$ cat src/rtl/sim_mem_pkg.sv
// Shared types and helpers for the simulation memory arbiter.
// Holds the RAM base address, the grant encoding and the strobe-to-mask expansion.
package sim_mem_pkg;

    localparam logic [63:0] MEM_BASE = 64'h8000_0000;

    typedef enum logic [1:0] {
        GNT_NONE = 2'd0,
        GNT_I    = 2'd1,
        GNT_D    = 2'd2
    } grant_e;

    function automatic logic [63:0] strb2mask(input logic [7:0] strb);
        logic [63:0] mask;
        mask = '0;
        for (int b = 0; b < 8; b++) begin
            mask[8*b +: 8] = {8{strb[b]}};
        end
        return mask;
    endfunction

endpackage

$ cat src/rtl/sim_mem_arbiter_if.sv
// Bundle of icache/dcache command-response channels plus the shared RAM port.
// slave = arbiter side, master = core + RAM model side.
interface sim_mem_arbiter_if #(
    parameter int IDX_W = 28
);
    logic             i_cmd_valid;
    logic             i_cmd_ready;
    logic [63:0]      i_cmd_addr;
    logic             i_rsp_valid;
    logic [31:0]      i_rsp_data;

    logic             d_cmd_valid;
    logic             d_cmd_ready;
    logic [63:0]      d_cmd_addr;
    logic             d_cmd_wen;
    logic [63:0]      d_cmd_wdata;
    logic [7:0]       d_cmd_wstrb;
    logic [2:0]       d_cmd_size;
    logic             d_rsp_valid;
    logic [63:0]      d_rsp_data;

    logic             ram_en;
    logic [IDX_W-1:0] ram_idx;
    logic [63:0]      ram_rdata;
    logic [63:0]      ram_wdata;
    logic [63:0]      ram_wmask;
    logic             ram_wen;

    logic             err_addr;

    modport slave (
        input  i_cmd_valid, i_cmd_addr,
        output i_cmd_ready, i_rsp_valid, i_rsp_data,
        input  d_cmd_valid, d_cmd_addr, d_cmd_wen, d_cmd_wdata, d_cmd_wstrb, d_cmd_size,
        output d_cmd_ready, d_rsp_valid, d_rsp_data,
        output ram_en, ram_idx, ram_wdata, ram_wmask, ram_wen,
        input  ram_rdata,
        output err_addr
    );

    modport master (
        output i_cmd_valid, i_cmd_addr,
        input  i_cmd_ready, i_rsp_valid, i_rsp_data,
        output d_cmd_valid, d_cmd_addr, d_cmd_wen, d_cmd_wdata, d_cmd_wstrb, d_cmd_size,
        input  d_cmd_ready, d_rsp_valid, d_rsp_data,
        input  ram_en, ram_idx, ram_wdata, ram_wmask, ram_wen,
        output ram_rdata,
        input  err_addr
    );

endinterface

$ cat src/rtl/sim_mem_grant.sv
// Two-way icache/dcache arbiter: dcache wins ties until it has taken MAX_D_BURST
// consecutive grants while icache waits, then icache gets one slot.
module sim_mem_grant
    import sim_mem_pkg::*;
#(
    parameter int MAX_D_BURST = 4
) (
    input  logic   clock,
    input  logic   reset,
    input  logic   i_valid,
    input  logic   d_valid,
    output grant_e grant
);
    localparam int CW = $clog2(MAX_D_BURST + 1);
    localparam logic [CW-1:0] CNT_MAX = CW'(MAX_D_BURST);

    logic [CW-1:0] burst_cnt, burst_cnt_nxt;
    grant_e        last_grant, last_grant_nxt;

    always_ff @(posedge clock) begin
        if (reset) begin
            burst_cnt  <= '0;
            last_grant <= GNT_D;
        end else begin
            burst_cnt  <= burst_cnt_nxt;
            last_grant <= last_grant_nxt;
        end
    end

    always_comb begin
        grant          = GNT_NONE;
        burst_cnt_nxt  = burst_cnt;
        last_grant_nxt = last_grant;
        if (!reset) begin
            if (d_valid && !(i_valid && burst_cnt == CNT_MAX)) grant = GNT_D;
            else if (i_valid)                                   grant = GNT_I;
        end
        case (grant)
            GNT_I: begin
                burst_cnt_nxt  = '0;
                last_grant_nxt = GNT_I;
            end
            GNT_D: begin
                last_grant_nxt = GNT_D;
                // A D grant right after an I grant starts a fresh burst at 1.
                if (!i_valid)                 burst_cnt_nxt = '0;
                else if (last_grant == GNT_I) burst_cnt_nxt = CW'(1);
                else if (burst_cnt != CNT_MAX) burst_cnt_nxt = burst_cnt + CW'(1);
            end
            default: burst_cnt_nxt = '0;
        endcase
    end

endmodule

$ cat src/rtl/sim_mem_arbiter.sv
// Shares one RAMHelper port between icache and dcache: grants one command per cycle,
// maps byte addresses to word indices and returns read data one cycle later.
module sim_mem_arbiter
    import sim_mem_pkg::*;
#(
    parameter int IDX_W       = 28,
    parameter int MAX_D_BURST = 4
) (
    input  logic              clock,
    input  logic              reset,
    sim_mem_arbiter_if.slave  bus
);
    grant_e      gnt;
    logic [63:0] sel_addr, offset, rd_word;
    logic        in_range, wr;

    sim_mem_grant #(.MAX_D_BURST(MAX_D_BURST)) u_grant (
        .clock   (clock),
        .reset   (reset),
        .i_valid (bus.i_cmd_valid),
        .d_valid (bus.d_cmd_valid),
        .grant   (gnt)
    );

    assign sel_addr = (gnt == GNT_I) ? bus.i_cmd_addr : bus.d_cmd_addr;
    assign in_range = sel_addr >= MEM_BASE;
    assign offset   = sel_addr - MEM_BASE;
    assign wr       = bus.ram_en && (gnt == GNT_D) && bus.d_cmd_wen;
    // Out-of-range reads still complete, but return zero instead of RAM contents.
    assign rd_word  = in_range ? bus.ram_rdata : '0;

    assign bus.i_cmd_ready = (gnt == GNT_I);
    assign bus.d_cmd_ready = (gnt == GNT_D);
    assign bus.ram_en      = (gnt != GNT_NONE) && in_range;
    assign bus.ram_idx     = bus.ram_en ? offset[IDX_W+2:3] : '0;
    assign bus.ram_wen     = wr;
    assign bus.ram_wdata   = wr ? bus.d_cmd_wdata : '0;
    assign bus.ram_wmask   = wr ? strb2mask(bus.d_cmd_wstrb) : '0;

    always_ff @(posedge clock) begin
        if (reset) begin
            bus.i_rsp_valid <= 1'b0;
            bus.i_rsp_data  <= '0;
            bus.d_rsp_valid <= 1'b0;
            bus.d_rsp_data  <= '0;
            bus.err_addr    <= 1'b0;
        end else begin
            bus.i_rsp_valid <= (gnt == GNT_I);
            bus.d_rsp_valid <= (gnt == GNT_D) && !bus.d_cmd_wen;
            if (gnt == GNT_I)
                bus.i_rsp_data <= bus.i_cmd_addr[2] ? rd_word[63:32] : rd_word[31:0];
            if (gnt == GNT_D && !bus.d_cmd_wen)
                bus.d_rsp_data <= rd_word;
            if (gnt != GNT_NONE && !in_range)
                bus.err_addr <= 1'b1;
        end
    end

endmodule

$ cat src/flat_wrapper.sv
// flat-port wrapper written by rule: the top's interface ports become plain ports
module sim_mem_arbiter_flat import sim_mem_pkg::*;
#(
    parameter int IDX_W       = 28,
    parameter int MAX_D_BURST = 4
)
  (clock, reset, bus_i_cmd_valid, bus_i_cmd_addr, bus_i_cmd_ready, bus_i_rsp_valid, bus_i_rsp_data, bus_d_cmd_valid, bus_d_cmd_addr, bus_d_cmd_wen, bus_d_cmd_wdata, bus_d_cmd_wstrb, bus_d_cmd_size, bus_d_cmd_ready, bus_d_rsp_valid, bus_d_rsp_data, bus_ram_en, bus_ram_idx, bus_ram_wdata, bus_ram_wmask, bus_ram_wen, bus_ram_rdata, bus_err_addr);
  sim_mem_arbiter_if #(.IDX_W(IDX_W)) bus_i ();
  input  logic clock;
  input  logic reset;
  input wire logic [$bits(bus_i.i_cmd_valid)-1:0] bus_i_cmd_valid;
  input wire logic [$bits(bus_i.i_cmd_addr)-1:0] bus_i_cmd_addr;
  output wire logic [$bits(bus_i.i_cmd_ready)-1:0] bus_i_cmd_ready;
  output wire logic [$bits(bus_i.i_rsp_valid)-1:0] bus_i_rsp_valid;
  output wire logic [$bits(bus_i.i_rsp_data)-1:0] bus_i_rsp_data;
  input wire logic [$bits(bus_i.d_cmd_valid)-1:0] bus_d_cmd_valid;
  input wire logic [$bits(bus_i.d_cmd_addr)-1:0] bus_d_cmd_addr;
  input wire logic [$bits(bus_i.d_cmd_wen)-1:0] bus_d_cmd_wen;
  input wire logic [$bits(bus_i.d_cmd_wdata)-1:0] bus_d_cmd_wdata;
  input wire logic [$bits(bus_i.d_cmd_wstrb)-1:0] bus_d_cmd_wstrb;
  input wire logic [$bits(bus_i.d_cmd_size)-1:0] bus_d_cmd_size;
  output wire logic [$bits(bus_i.d_cmd_ready)-1:0] bus_d_cmd_ready;
  output wire logic [$bits(bus_i.d_rsp_valid)-1:0] bus_d_rsp_valid;
  output wire logic [$bits(bus_i.d_rsp_data)-1:0] bus_d_rsp_data;
  output wire logic [$bits(bus_i.ram_en)-1:0] bus_ram_en;
  output wire logic [$bits(bus_i.ram_idx)-1:0] bus_ram_idx;
  output wire logic [$bits(bus_i.ram_wdata)-1:0] bus_ram_wdata;
  output wire logic [$bits(bus_i.ram_wmask)-1:0] bus_ram_wmask;
  output wire logic [$bits(bus_i.ram_wen)-1:0] bus_ram_wen;
  input wire logic [$bits(bus_i.ram_rdata)-1:0] bus_ram_rdata;
  output wire logic [$bits(bus_i.err_addr)-1:0] bus_err_addr;
  assign bus_i.i_cmd_valid = bus_i_cmd_valid;
  assign bus_i.i_cmd_addr = bus_i_cmd_addr;
  assign bus_i_cmd_ready = bus_i.i_cmd_ready;
  assign bus_i_rsp_valid = bus_i.i_rsp_valid;
  assign bus_i_rsp_data = bus_i.i_rsp_data;
  assign bus_i.d_cmd_valid = bus_d_cmd_valid;
  assign bus_i.d_cmd_addr = bus_d_cmd_addr;
  assign bus_i.d_cmd_wen = bus_d_cmd_wen;
  assign bus_i.d_cmd_wdata = bus_d_cmd_wdata;
  assign bus_i.d_cmd_wstrb = bus_d_cmd_wstrb;
  assign bus_i.d_cmd_size = bus_d_cmd_size;
  assign bus_d_cmd_ready = bus_i.d_cmd_ready;
  assign bus_d_rsp_valid = bus_i.d_rsp_valid;
  assign bus_d_rsp_data = bus_i.d_rsp_data;
  assign bus_ram_en = bus_i.ram_en;
  assign bus_ram_idx = bus_i.ram_idx;
  assign bus_ram_wdata = bus_i.ram_wdata;
  assign bus_ram_wmask = bus_i.ram_wmask;
  assign bus_ram_wen = bus_i.ram_wen;
  assign bus_i.ram_rdata = bus_ram_rdata;
  assign bus_err_addr = bus_i.err_addr;
  sim_mem_arbiter #(.IDX_W(IDX_W), .MAX_D_BURST(MAX_D_BURST)) u_core (.clock(clock), .reset(reset), .bus(bus_i));
endmodule
$ cat config.mk
export PLATFORM = sky130hd
export DESIGN_NAME = sim_mem_arbiter_flat
export DESIGN_NICKNAME = d
export VERILOG_FILES = /design/src/rtl/sim_mem_pkg.sv /design/src/rtl/sim_mem_arbiter_if.sv /design/src/rtl/sim_mem_grant.sv /design/src/rtl/sim_mem_arbiter.sv /design/src/flat_wrapper.sv
export SDC_FILE = /design/constraint.sdc
export NUM_CORES = 1
export LEC_CHECK = 0
export CAP_MARGIN = 0
export CORE_AREA = 10 10 198 200
export DETAILED_ROUTE_END_ITERATION = 16
export DIE_AREA = 0 0 208 210
export GPL_TIMING_DRIVEN = 0
export SLEW_MARGIN = 20
export SYNTH_ARGS = -nofsm -noshare
export SYNTH_HDL_FRONTEND = slang
export SYNTH_HIERARCHICAL = 1
export SYNTH_SLANG_ARGS = --single-unit
$ cat constraint.sdc
create_clock -name clock -period 3.3 [get_ports clock]
set_clock_uncertainty 0.1 [all_clocks]
set_input_delay 0.66 -clock clock [delete_from_list [all_inputs] [get_ports clock]]
set_output_delay 0.66 -clock clock [all_outputs]
set_load 0.03 [all_outputs]
[Word-level counts from Yosys, hierarchy flattened]
Index checks and enable logic that the tools add are counted.
Storage, ports and cells
  register bits: 104
  bits of input ports: 272
  output and inout port bits: 259
  word-level logic and storage cells: 45
Operators by class
  add/subtract/negate cells: 2
  magnitude comparators: 1
  equality and inequality tests: 5
  mux-type cells: 12
  bitwise gates (word level): 2
  reductions and logical operators: 15
Operators with widths (count)
  two-way mux 64 bit: 4
  >= comparator 64 x 32 -> 1 bit (second input constant): 1
  two-way mux 32 bit: 1
  subtractor 31 x 1 -> 31 bit (second input constant): 1
  two-way mux 28 bit: 1
  logical AND 1 bit: 7
  nonzero test 2 bit: 3
  equality test 2 x 1 -> 1 bit (second input constant): 2
  two-way mux 2 bit: 2
  one-hot mux 2 bit (2 select lines): 1
  OR reduction 4 bit: 1
  adder 3 x 1 -> 3 bit (second input constant): 1
  equality test 3 bit (second input constant): 1
  logical NOT 1 bit: 3
  two-way mux 1 bit: 3
  != test 3 bit (second input constant): 1
  OR reduction 3 bit: 1
  equality test 2 bit (second input constant): 1
  inverter 1 bit: 2

[Logic depth before layout (Yosys ltp)]
Gate-level depths: netlist of run 1.
  depth after elaboration: 13
  mapped depth: 13
  gate-level depth less buffers: 11

[By module]
The synthesis of run 1 kept the hierarchy.
Modules (own cells, without submodules)
  sim_mem_arbiter: instances 1, cells each 501, area each 4912.2 µm², sequential area each 1981.9 µm²
  sim_mem_grant: instances 1, cells each 32, area each 282.8 µm², sequential area each 100.1 µm²

[Least setup slack after synthesis of run 1]
No wires, ideal clock.
  path kind: input to output
  from: in bus_d_cmd_valid
  to: out bus_ram_wmask[10]
  data arrival time: 2957 ps
  data required time: 2540 ps
  setup slack: -417 ps
  stages on the path: 10
  buffers on the path: 2
  cells stage by stage: inv_1 > a311oi_1 > nand2b_4 > inv_2 > nand4_2 > a22oi_4 > a211oi_4 > buf_2 > and2_1 > buf_4
On the way
  cells in the longest elaborated chain, start to end: 10
  elaborated cells between the ends (all ways): 12
  those cells by class: order compare (1); eq/ne (2); mux (4); reduce/logical (5)
RTL lines
  start, declared: line flat_wrapper.sv:16  | input wire logic [$bits(bus_i.d_cmd_valid)-1:0] bus_d_cmd_valid;
  logical AND 1 bit (*): line sim_mem_grant.sv:35  | if (d_valid && !(i_valid && burst_cnt == CNT_MAX)) grant = GNT_D;
  two-way mux 2 bit (*): line sim_mem_grant.sv:35
  two-way mux 2 bit (*): line sim_mem_grant.sv:34  | if (!reset) begin
  net u_core.gnt[1]: line sim_mem_arbiter.sv:13  | grant_e gnt;
  equality test 2 x 1 -> 1 bit: line sim_mem_arbiter.sv:25  | assign sel_addr = (gnt == GNT_I) ? bus.i_cmd_addr : bus.d_cmd_addr;
  two-way mux 64 bit: line sim_mem_arbiter.sv:25
  >= comparator 64 x 32 -> 1 bit: line sim_mem_arbiter.sv:26  | assign in_range = sel_addr >= MEM_BASE;
  logical AND 1 bit: line sim_mem_arbiter.sv:34  | assign bus.ram_en = (gnt != GNT_NONE) && in_range;
  logical AND 1 bit (*) (2 in a row): line sim_mem_arbiter.sv:28  | assign wr = bus.ram_en && (gnt == GNT_D) && bus.d_cmd_wen;
  net bus_ram_wen: line flat_wrapper.sv:29  | output wire logic [$bits(bus_i.ram_wen)-1:0] bus_ram_wen;
  two-way mux 64 bit (*): line sim_mem_arbiter.sv:38  | assign bus.ram_wmask = wr ? strb2mask(bus.d_cmd_wstrb) : '0;
  end, declared: line flat_wrapper.sv:28  | output wire logic [$bits(bus_i.ram_wmask)-1:0] bus_ram_wmask;
Mark *: on every way through the listed nets, which the timed path passes. The rest lies on a longest branch.

[Worst setup path after layout of run 1]
  from: in bus_d_cmd_addr[55]
  to: out bus_ram_wmask[18]
On the way
  cells in the longest elaborated chain, start to end: 6
RTL lines
  start, declared: line flat_wrapper.sv:17  | input wire logic [$bits(bus_i.d_cmd_addr)-1:0] bus_d_cmd_addr;
  two-way mux 64 bit: line sim_mem_arbiter.sv:25
  >= comparator 64 x 32 -> 1 bit: line sim_mem_arbiter.sv:26
  logical AND 1 bit: line sim_mem_arbiter.sv:34
  logical AND 1 bit (2 in a row): line sim_mem_arbiter.sv:28
  two-way mux 64 bit: line sim_mem_arbiter.sv:38
Every way passes these cells.

==> results of run 1 <==
registers in the layout, summed over array words and instances (netlist names):
| signal | count |
|---|---|
| u_core/bus.d_rsp_data | 64 |
| u_core/bus.d_rsp_valid | 1 |
| u_core/bus.err_addr | 1 |
| u_core/bus.i_rsp_data | 32 |
| u_core/bus.i_rsp_valid | 1 |
| u_core/u_grant/burst_cnt | 3 |
| u_core/u_grant/last_grant | 2 |
how the worst min path moves through the flow:
| stage | from | end | slack (ns) | cells past startpoint |
|---|---|---|---|---|
| detailed placement | u_core/u_grant/last_grant[1]$_SDFFE_PP1P_ | u_core/u_grant/last_grant[1]$_SDFFE_PP1P_ | 0.35 | 1 |
| finish | u_core/u_grant/last_grant[1]$_SDFFE_PP1P_ | u_core/u_grant/last_grant[1]$_SDFFE_PP1P_ | 0.37 | 1 |
| floorplan | u_core/u_grant/last_grant[1]$_SDFFE_PP1P_ | u_core/u_grant/last_grant[1]$_SDFFE_PP1P_ | 0.33 | 1 |
| global placement | u_core/u_grant/last_grant[1]$_SDFFE_PP1P_ | u_core/u_grant/last_grant[1]$_SDFFE_PP1P_ | 0.34 | 1 |
| CTS | u_core/u_grant/last_grant[1]$_SDFFE_PP1P_ | u_core/u_grant/last_grant[1]$_SDFFE_PP1P_ | 0.37 | 1 |
| global route | u_core/u_grant/last_grant[1]$_SDFFE_PP1P_ | u_core/u_grant/last_grant[1]$_SDFFE_PP1P_ | 0.40 | 1 |
metrics by stage:
stage	TNS [ns]	std cells
global placement	-351.27	1515
global route	-65.72	1578
finish	-51.55	1585
detailed placement	-343.16	1515
floorplan	-3.52	533
CTS	-59.61	1562
cell usage in the layout, fill, tap and decap left out, types with 16 or more instances in the layout:
cell type	count
dfxtp_1	102
mux2i_1	32
nor2_1	38
and2_4	72
a22o_1	83
a211oi_1	33
buf_4	48
buf_6	200
buf_8	16
clkdlybuf4s50_1	359
layer usage:
layer  GRT usage [%]  part of all wire (%)  vias up
met5               0                 0.084        -
met3            6.34                   8.1       22
met2            28.2                    51      287
met4            3.17                   1.1        4
li1                -                     -     3044
met1            17.2                    40     3072
power breakdown:
part	internal [mW]	switching [mW]
Clock	0.612	0.564
Sequential	1.30	0.0247
Combinational	0.653	0.548
Total	2.57	1.14
cell type report:
| cell class | instances | area [um2] |
|---|---|---|
| repair buffers | 567 | 5930 |
| flip-flops and latches | 104 | 2080 |
| clock inverters | 7 | 92.6 |
| fillers | 3512 | 22600 |
| clock buffers | 9 | 225 |
| well taps | 461 | 577 |
| diodes | 10 | 25.0 |
| inverters | 9 | 43.8 |
| plain buffers | 94 | 883 |
| multi-input cells | 324 | 2800 |
synthesized netlist by cell type (3+ instances only):
cell type	count
nor4_1	13
clkbuf_1	15
nand2_1	4
mux2i_1	32
nor3_1	6
buf_6	11
nand3_1	3
buf_2	10
inv_1	8
buf_1	4
ha_1	3
nand4_1	3
nor2_1	39
dfxtp_1	104
a211oi_1	33
a22o_1	92
buf_4	56
a21oi_1	3
and2_1	72
timing repair:
action                                 4_1_cts  5_1_grt
cloned                                       8        2
gates resized for setup                   1213      124
setup buffers                               24       16
endpoints found under the hold margin        0        0
setup endpoints to repair                  252      159
pin swaps                                   48       38
cells by family after synthesis:
group                    after synthesis
AO/OA/AOI/OAI                        137
multiplexers                          33
buffers and inverters                105
adder cells (fa/ha/maj)                3
XOR/XNOR                               1
AND/OR/NAND/NOR                      150
flip-flops                           104
==> metrics.txt, run 1 <==
status=finished with violations; failing checks=negative setup slack; Startpoint Class=input port; hpwl dp=around 30 mm; Synth Flop Type=dfxtp_1; RR Endpoint=u_core/bus.i_rsp_data[21]$_SDFFE_PP0P_; gp weighted congestion=0.845; Slew headroom=41.0%; initial drt markers=210; clock sink total=104; register area share after synthesis=40.1%; post-synthesis mux area share=roughly 6.4%; Max-cap violations=0; Power Total=3.70 mW; CTS Hold Bufs=0; WP data arrival=2.96 ns; R2R setup slack=between 0.4 and 0.5 ns; Synth Area in Adders=less than 1%; kind of critical path=in -> out; Synth Area in Simple Gates=16.4%; count of flip-flops with a built-in enable after synthesis=0; final wirelength=between 30 and 40 mm; Worst setup EP type=output pin; number of global-route vias before repair=6779; first-pass GRT wire length=51.2 mm; post-route ant nets=0; TritonCTS clock tree=yes; Nets=1384; Final Hold Fails=0; initial antenna violation count=11; WP depth=11; CP Capture Point=bus_ram_wmask[18]; Initial Utilization=14.7%; worst-margin pin slew=0.884 ns; via/cell ratio=4.06; area leader, netlist=dfxtp_1; setup violators final=158; RSZ-0062 raised after global routing=true; Clk Latency, worst-skew pair=between 0.3 and 0.4 ns; area grow syn2layout=144%; Core ar.=35200 um2; TritonRoute pass-1 iters=4; Synth Register Bits=approximately 100; Async S/R FF share, synth=0%; worst vdd ir=0.212 mV; Cell Rows=69; CTS Buf Count=9; part of the cycle the worst path needs=113%; clock root buffer=clkbuf_16; cell area after synthesis=between 5000 and 6000 um2; CP required=2.54 ns; cell area after layout=12700 um2; port buffer count=521; Worst path max stage delay=roughly 0.46 ns; most used cell, CP=buf_6; syn avg cell area=9.75 um2; post-synth top area share=40.1%; dpl ws=-1.94 ns; Min Clock Period, post-route=3.72 ns; Power Density=292 nW/um2; post-synth cell types=38; CP Max Fanout=8; Post-Route Utilization=36.0%; setup ws final=-0.422 ns; worst path bufs/invs=6; die area=43700 um2; slowest CP cell=clkdlybuf4s50_1; Area after DPL=11000 um2; vias post-DR=6429; chip width=between 200 and 250 um; Die Y=210 um; hold crit path type=reg -> reg; Overall Global Routing Usage=15.7%; Synth area leaders=dfxtp_1 40%, a22o_1 16%, and2_1 8.7%, buf_4 8.1%, mux2i_1 6.2%; Synth Area in XOR/XNOR=0.169%; Crit. Startpoint=bus_d_cmd_addr[55]; Crit path max-delay family=buffers and inverters; Compound-Gate Fraction of Synth Area=roughly 23%; largest net degree at the start of global routing=21; DR DRC count=0; reg2reg path depth=11; main combinational cell family by area after synthesis=compound AO/OA/AOI/OAI gates; fin. max-slew vios=0; layout cells sized above 1=37.4%; Clock Pin Slew Worst Setup and Hold Paths=approximately 0.08 ns; Ys Warns=6; clk buf depth=2; num ports=between 500 and 600; Static Leak=around 5.3 nW; Syn Nets=808; gr ovfl total=0; Hold Worst Slack=0.369 ns; Synth Instances=533; CP cell instances=clkdlybuf4s50_1 -> nor4_2 -> nand4_1 -> mux2i_4 -> a211oi_4 -> buf_6 -> buf_12 -> buf_8 -> and2_4 -> buf_4 -> buf_6; fmax=0.269 GHz; per-cell routed wire length=23.2 um; worst reg2reg path startpoint=u_core/u_grant/burst_cnt[1]$_SDFFE_PP0P_; H-tree depth=3
No activity file was read; power rests on OpenSTA's default activity.
==> inputs of run 2 (changes only) <==
Settings changed: PLACE_DENSITY set to 0.46.
==> run 2 against run 1 <==
Effect of this change: the run still ends with negative setup slack left; cell count decreased by 1.9%; setup slack improved by 0.032 ns; via count decreased by 3.4%; critical path type unchanged.
==> metrics.txt, run 2 (synthesis results as in run 1) <==
Hold Worst Slack=0.375 ns; number of global-route vias before repair=6400; initial drt markers=between 200 and 300; max reg flops=64; vias post-DR=roughly 6200; kind of critical path=in -> out; gp weighted congestion=0.817; dpl cells=approximately 1500; TritonCTS clock tree=yes; Min Clock Period, post-route=3.69 ns; CTS Hold Bufs=0; port buffer count=about 520; RSZ-0062 raised after global routing=true; chip width=~210 um; H-tree depth=3; R2R setup slack=0.58 ns; RR Endpoint=u_core/bus.i_rsp_data[3]$_SDFFE_PP0P_; Power Density=roughly 300 nW/um2; TritonRoute pass-1 iters=4; cell area after layout=12000 um2; setup ws final=-0.390 ns; hold endpoint=u_core/u_grant/last_grant[1]$_SDFFE_PP1P_; Final Hold Fails=0; post-route ant nets=0; die area=43700 um2; failing checks=negative setup slack; gr ovfl total=0; area grow syn2layout=130%; DR DRC count=0; CP Max Fanout=10; Area after DPL=11000 um2; Clock Pin Slew Worst Setup and Hold Paths=0.07 ns; CP required=2.54 ns; first-pass GRT wire length=51.8 mm; Startpoint Class=input port; hpwl dp=about 32 mm; hold crit path type=reg -> reg; WP data arrival=2.93 ns; clock root buffer=clkbuf_16; Static Leak=4.97 nW; Overall Global Routing Usage=roughly 16%; clk buf depth=2; worst-margin pin slew=0.897 ns; status=finished with violations; largest registers=u_core/bus.d_rsp_data: 64 flops, u_core/bus.i_rsp_data: 32 flops, u_core/u_grant/burst_cnt: 3 flops; Nets=~1400; setup violators final=158; fmax=0.271 GHz; layout cells sized above 1=~31%; clock sink total=between 100 and 150; setup TNS=-49.33 ns; Die Y=210 um; Worst setup EP type=output pin; fin. max-slew vios=0; hold_sp=u_core/u_grant/last_grant[1]$_SDFFE_PP1P_; Slew headroom=40.2%; commonest non-fill, non-tap cell in the layout=clkdlybuf4s50_1; part of the cycle the worst path needs=112%; initial antenna violation count=10; reg2reg path depth=12; per-cell routed wire length=24.2 um; CTS Buf Count=9; hold path cells=1; worst reg2reg path startpoint=u_core/u_grant/burst_cnt[0]$_SDFFE_PP0P_; largest net degree at the start of global routing=21; Max-cap violations=0; via/cell ratio=4.00; dpl ws=-2.12 ns; Top reg by flops=u_core/bus.d_rsp_data; most frequent cells in the layout=359 x clkdlybuf4s50_1, 157 x buf_6, 102 x dfxtp_1; final std cells w/o fill=between 1500 and 2000; Core ar.=35200 um2; Clk Latency, worst-skew pair=0.34 ns; worst vdd ir=between 0.2 and 0.25 mV; final wirelength=around 38 mm; Initial Utilization=~15%; num ports=between 500 and 600; Cell Rows=69
## run 2: what timing repair did
item	CTS	global route
pin swaps	17	9
setup buffers	11	7
gates cloned	2	0
hold endpoints to repair	0	0
resized for setup	1163	32
setup endpoints to repair	250	160
## run 2: final cells by class
class | instances | area, um2
sequential | 104 | 2080
antenna | 4 | 10.0
timing repair buffer | 541 | 5390
buffer | 96 | 925
clock buffer | 9 | 225
fill | 3682 | 23300
tap | 461 | 577
inverter | 9 | 38.8
multi-input combinational | 324 | 2630
clock inverter | 7 | 101
## run 2: metal layers
layer  GRT usage [%]  up-vias  part of all wire [%]
li1                -     2988                     -
met1            18.5     2915                    40
met2            28.5      285                    50
met3            6.51       19                   9.3
met4            2.30        6                  0.88
met5               0        -                  0.12
## run 2: worst max path at each step
stage,from,slack [ns],cells past startpoint,end
2_1_floorplan,bus_d_cmd_valid,-0.07,10,bus_ram_wmask[10]
3_3_place_gp,reset,-2.05,11,bus_ram_wmask[44]
3_5_place_dp,reset,-2.12,11,bus_ram_wmask[44]
4_1_cts,u_core/u_grant/burst_cnt[0]$_SDFFE_PP0P_,-0.47,13,bus_ram_wmask[44]
5_1_grt,u_core/u_grant/burst_cnt[0]$_SDFFE_PP0P_,-0.49,14,bus_ram_wmask[45]
6_report,bus_i_cmd_addr[62],-0.39,10,bus_ram_idx[21]
## run 2: power breakdown
part           switching [mW]  internal (mW)  total (mW)
clock                   0.559          0.615        1.17
combinational           0.527          0.606        1.13
sequential             0.0247           1.30        1.33
## run 2: stage by stage
step | total power, mW | utilization [%]
floorplan | 1.78 | -
global placement | 2.43 | 31.2
detailed placement | 2.43 | 31.3
CTS | 3.68 | 33.4
global route | 3.78 | 34.0
finish | 3.63 | 34.0
## run 2: worst max-delay path: stages
cell	delay (ns)
clkdlybuf4s50_1	0.42
nor4_2	0.48
nand3_1	0.21
a22oi_4	0.28
buf_6	0.15
a21boi_4	0.08
buf_6	0.14
buf_8	0.13
a22o_1	0.21
buf_6	0.15
==> inputs of run 3 (changes only) <==
Settings changed: SETUP_SLACK_MARGIN set to 0.1, SLEW_MARGIN 20 to not set.
==> run 3 against run 2 <==
Effect of this change: the run still ends with negative setup slack left; setup slack better by 0.072 ns; register-to-register slack is essentially flat; design area is 2.3% lower; sequential power barely moved; core utilization down 0.77 points; cell count decreased by 0.13%; flip-flop and latch count stayed put; first-iteration DRC count down 9.6%; critical path type unchanged; largest cell class unchanged; largest power group unchanged.
==> metrics.txt, run 3 (synthesis results as in run 1) <==
Power Total=approximately 3.6 mW; gr ovfl total=0; Post-Route Utilization=roughly 33%; GR Layer Usage met1=18.0%; Max-cap violations=0; Cell Rows=69; Static Leak=4.90 nW; TritonRoute pass-1 iters=4; Gate power share=30.4%; Core ar.=35200 um2; most frequent cells in the layout=358 x clkdlybuf4s50_1, 135 x buf_6, 102 x dfxtp_1; part of the cycle the worst path needs=110%; Fill cells=3686; num ports=531; WP data arrival=roughly 2.9 ns; Worst setup EP type=output pin; max reg flops=64; die area=43700 um2; Top reg by flops=u_core/bus.d_rsp_data; setup ws final=-0.318 ns; Initial Utilization=approximately 15%; dpl ws=-2.00 ns; gp weighted congestion=around 0.8; port buffer count=521; chip width=approximately 210 um; switch share=30.7%; RSZ-0062 raised after global routing=true; kind of critical path=in -> out; GRT busiest layer=met2; clock root buffer=clkbuf_16; hpwl dp=31.6 mm; Final Hold Fails=0; area grow syn2layout=125%; CTS Hold Bufs=0; largest registers=u_core/bus.d_rsp_data: 64 flops, u_core/bus.i_rsp_data: 32 flops, u_core/u_grant/burst_cnt: 3 flops; Clk Latency, worst-skew pair=0.34 ns; final wirelength=roughly 37 mm; initial drt markers=between 200 and 250; fin. max-slew vios=0; Nets=1357; clock sink total=104; fmax=roughly 0.28 GHz; largest net degree at the start of global routing=20; via/cell ratio=3.96; Die Y=210 um; CTS Buf Count=9; routing usage on met2=28.7%; number of global-route vias before repair=6400; Clock power frac=roughly 33%; worst vdd ir=0.296 mV; CP required=2.54 ns; vias post-DR=approximately 6200; hold crit path type=reg -> reg; DR DRC count=0; layout cells sized above 1=30.8%; initial antenna violation count=7; setup violators final=158; GRT met3 Usage=under 10%; H-tree depth=3; Net Sw Power=1.10 mW; post-route ant nets=0; status=finished with violations; TritonCTS clock tree=yes; Min Clock Period, post-route=3.62 ns; commonest non-fill, non-tap cell in the layout=clkdlybuf4s50_1; failing checks=negative setup slack; Int Pwr=2.49 mW; setup TNS=-40.33 ns; Clock Pin Slew Worst Setup and Hold Paths=~0.07 ns; per-cell routed wire length=~24 um; CP Max Fanout=8; worst-margin pin slew=0.875 ns; Slew headroom=a little over two fifths; Flop pwr share=36.9%; Power Density=307 nW/um2; Overall Global Routing Usage=16.1%; Startpoint Class=input port; first-pass GRT wire length=just over 50 mm; clk buf depth=2
==> run 3: changes by cell type in the layout (fill, tap and decap cells not counted), moves of 2 or more <==
cell       previous run  this run
buf_2                11        43
buf_6               157       135
and2_1               55        45
a22o_1               83        92
a22o_4                9         0
and2_4               17        26
buf_4                82        76
buf_8                 8         4
clkbuf_8              3         0
clkbuf_16             9        11
inv_2                 4         2
nor4_2                4         2
==> run 3: timing repair <==
action | 4_1_cts | 5_1_grt
gates cloned | 0 | 2
buffers inserted | 7 | 9
resized for setup | 934 | 183
setup endpoints to repair | 254 | 160
pin swaps | 6 | 13
==> run 3: path summary, 6_finish.rpt <==
check                                             from                                        end  slack [ns]  cells past startpoint
max reg2reg   u_core/u_grant/burst_cnt[1]$_SDFFE_PP0P_     u_core/bus.i_rsp_data[22]$_SDFFE_PP0P_        0.57                     11
min reg2reg  u_core/u_grant/last_grant[1]$_SDFFE_PP1P_  u_core/u_grant/last_grant[1]$_SDFFE_PP1P_        0.37                      1
max                                 bus_i_cmd_addr[42]                          bus_ram_wmask[57]       -0.32                     10
min          u_core/u_grant/last_grant[1]$_SDFFE_PP1P_  u_core/u_grant/last_grant[1]$_SDFFE_PP1P_        0.37                      1
==> run 3: power by group through the flow <==
stage / logic [mW] / clock network, mW / registers, mW
after floorplan: 0.349 / 0 / 1.44
after global placement: 1.08 / 0 / 1.35
after detailed placement: 1.08 / 0 / 1.35
after CTS: 1.08 / 1.24 / 1.33
after global routing: 1.16 / 1.27 / 1.33
final: 1.09 / 1.17 / 1.33
==> run 3: layer usage <==
metal / routed length [um] / share of wire (%)
met1: 14700 / 39
met2: 19100 / 51
met3: 3200 / 8.5
met4: 313 / 0.84
met5: 45 / 0.12
==> run 3: layout make-up <==
class	instances	area, um2	share of cell area (%)
multi-input cells	324	2570	22.0
clock buffers	10	229	1.96
clock inverters	6	86.3	0.738
repair buffers	539	5250	44.8
inverters	9	41.3	0.353
well taps	461	577	4.93
diodes	5	12.5	0.107
plain buffers	95	853	7.29
flip-flops and latches	104	2080	17.8
==> run 3: worst max-delay path, cell delays in order <==
cell and delay [ns]:
clkdlybuf4s50_1 0.44, nor4_2 0.40, nand4_4 0.18, a22oi_4 0.31, a211oi_4 0.12, buf_6 0.14
clkbuf_16 0.14, and2_4 0.19, buf_6 0.13, buf_6 0.13
==> run 3: through the flow <==
step	hold WS, ns	instances	area, um2
3_3_place_gp	0.343	1515	11100
5_1_grt	0.392	1552	11700
3_5_place_dp	0.356	1515	11100
2_1_floorplan	0.335	533	5270
4_1_cts	0.376	1538	11200
6_report	0.369	1553	11700
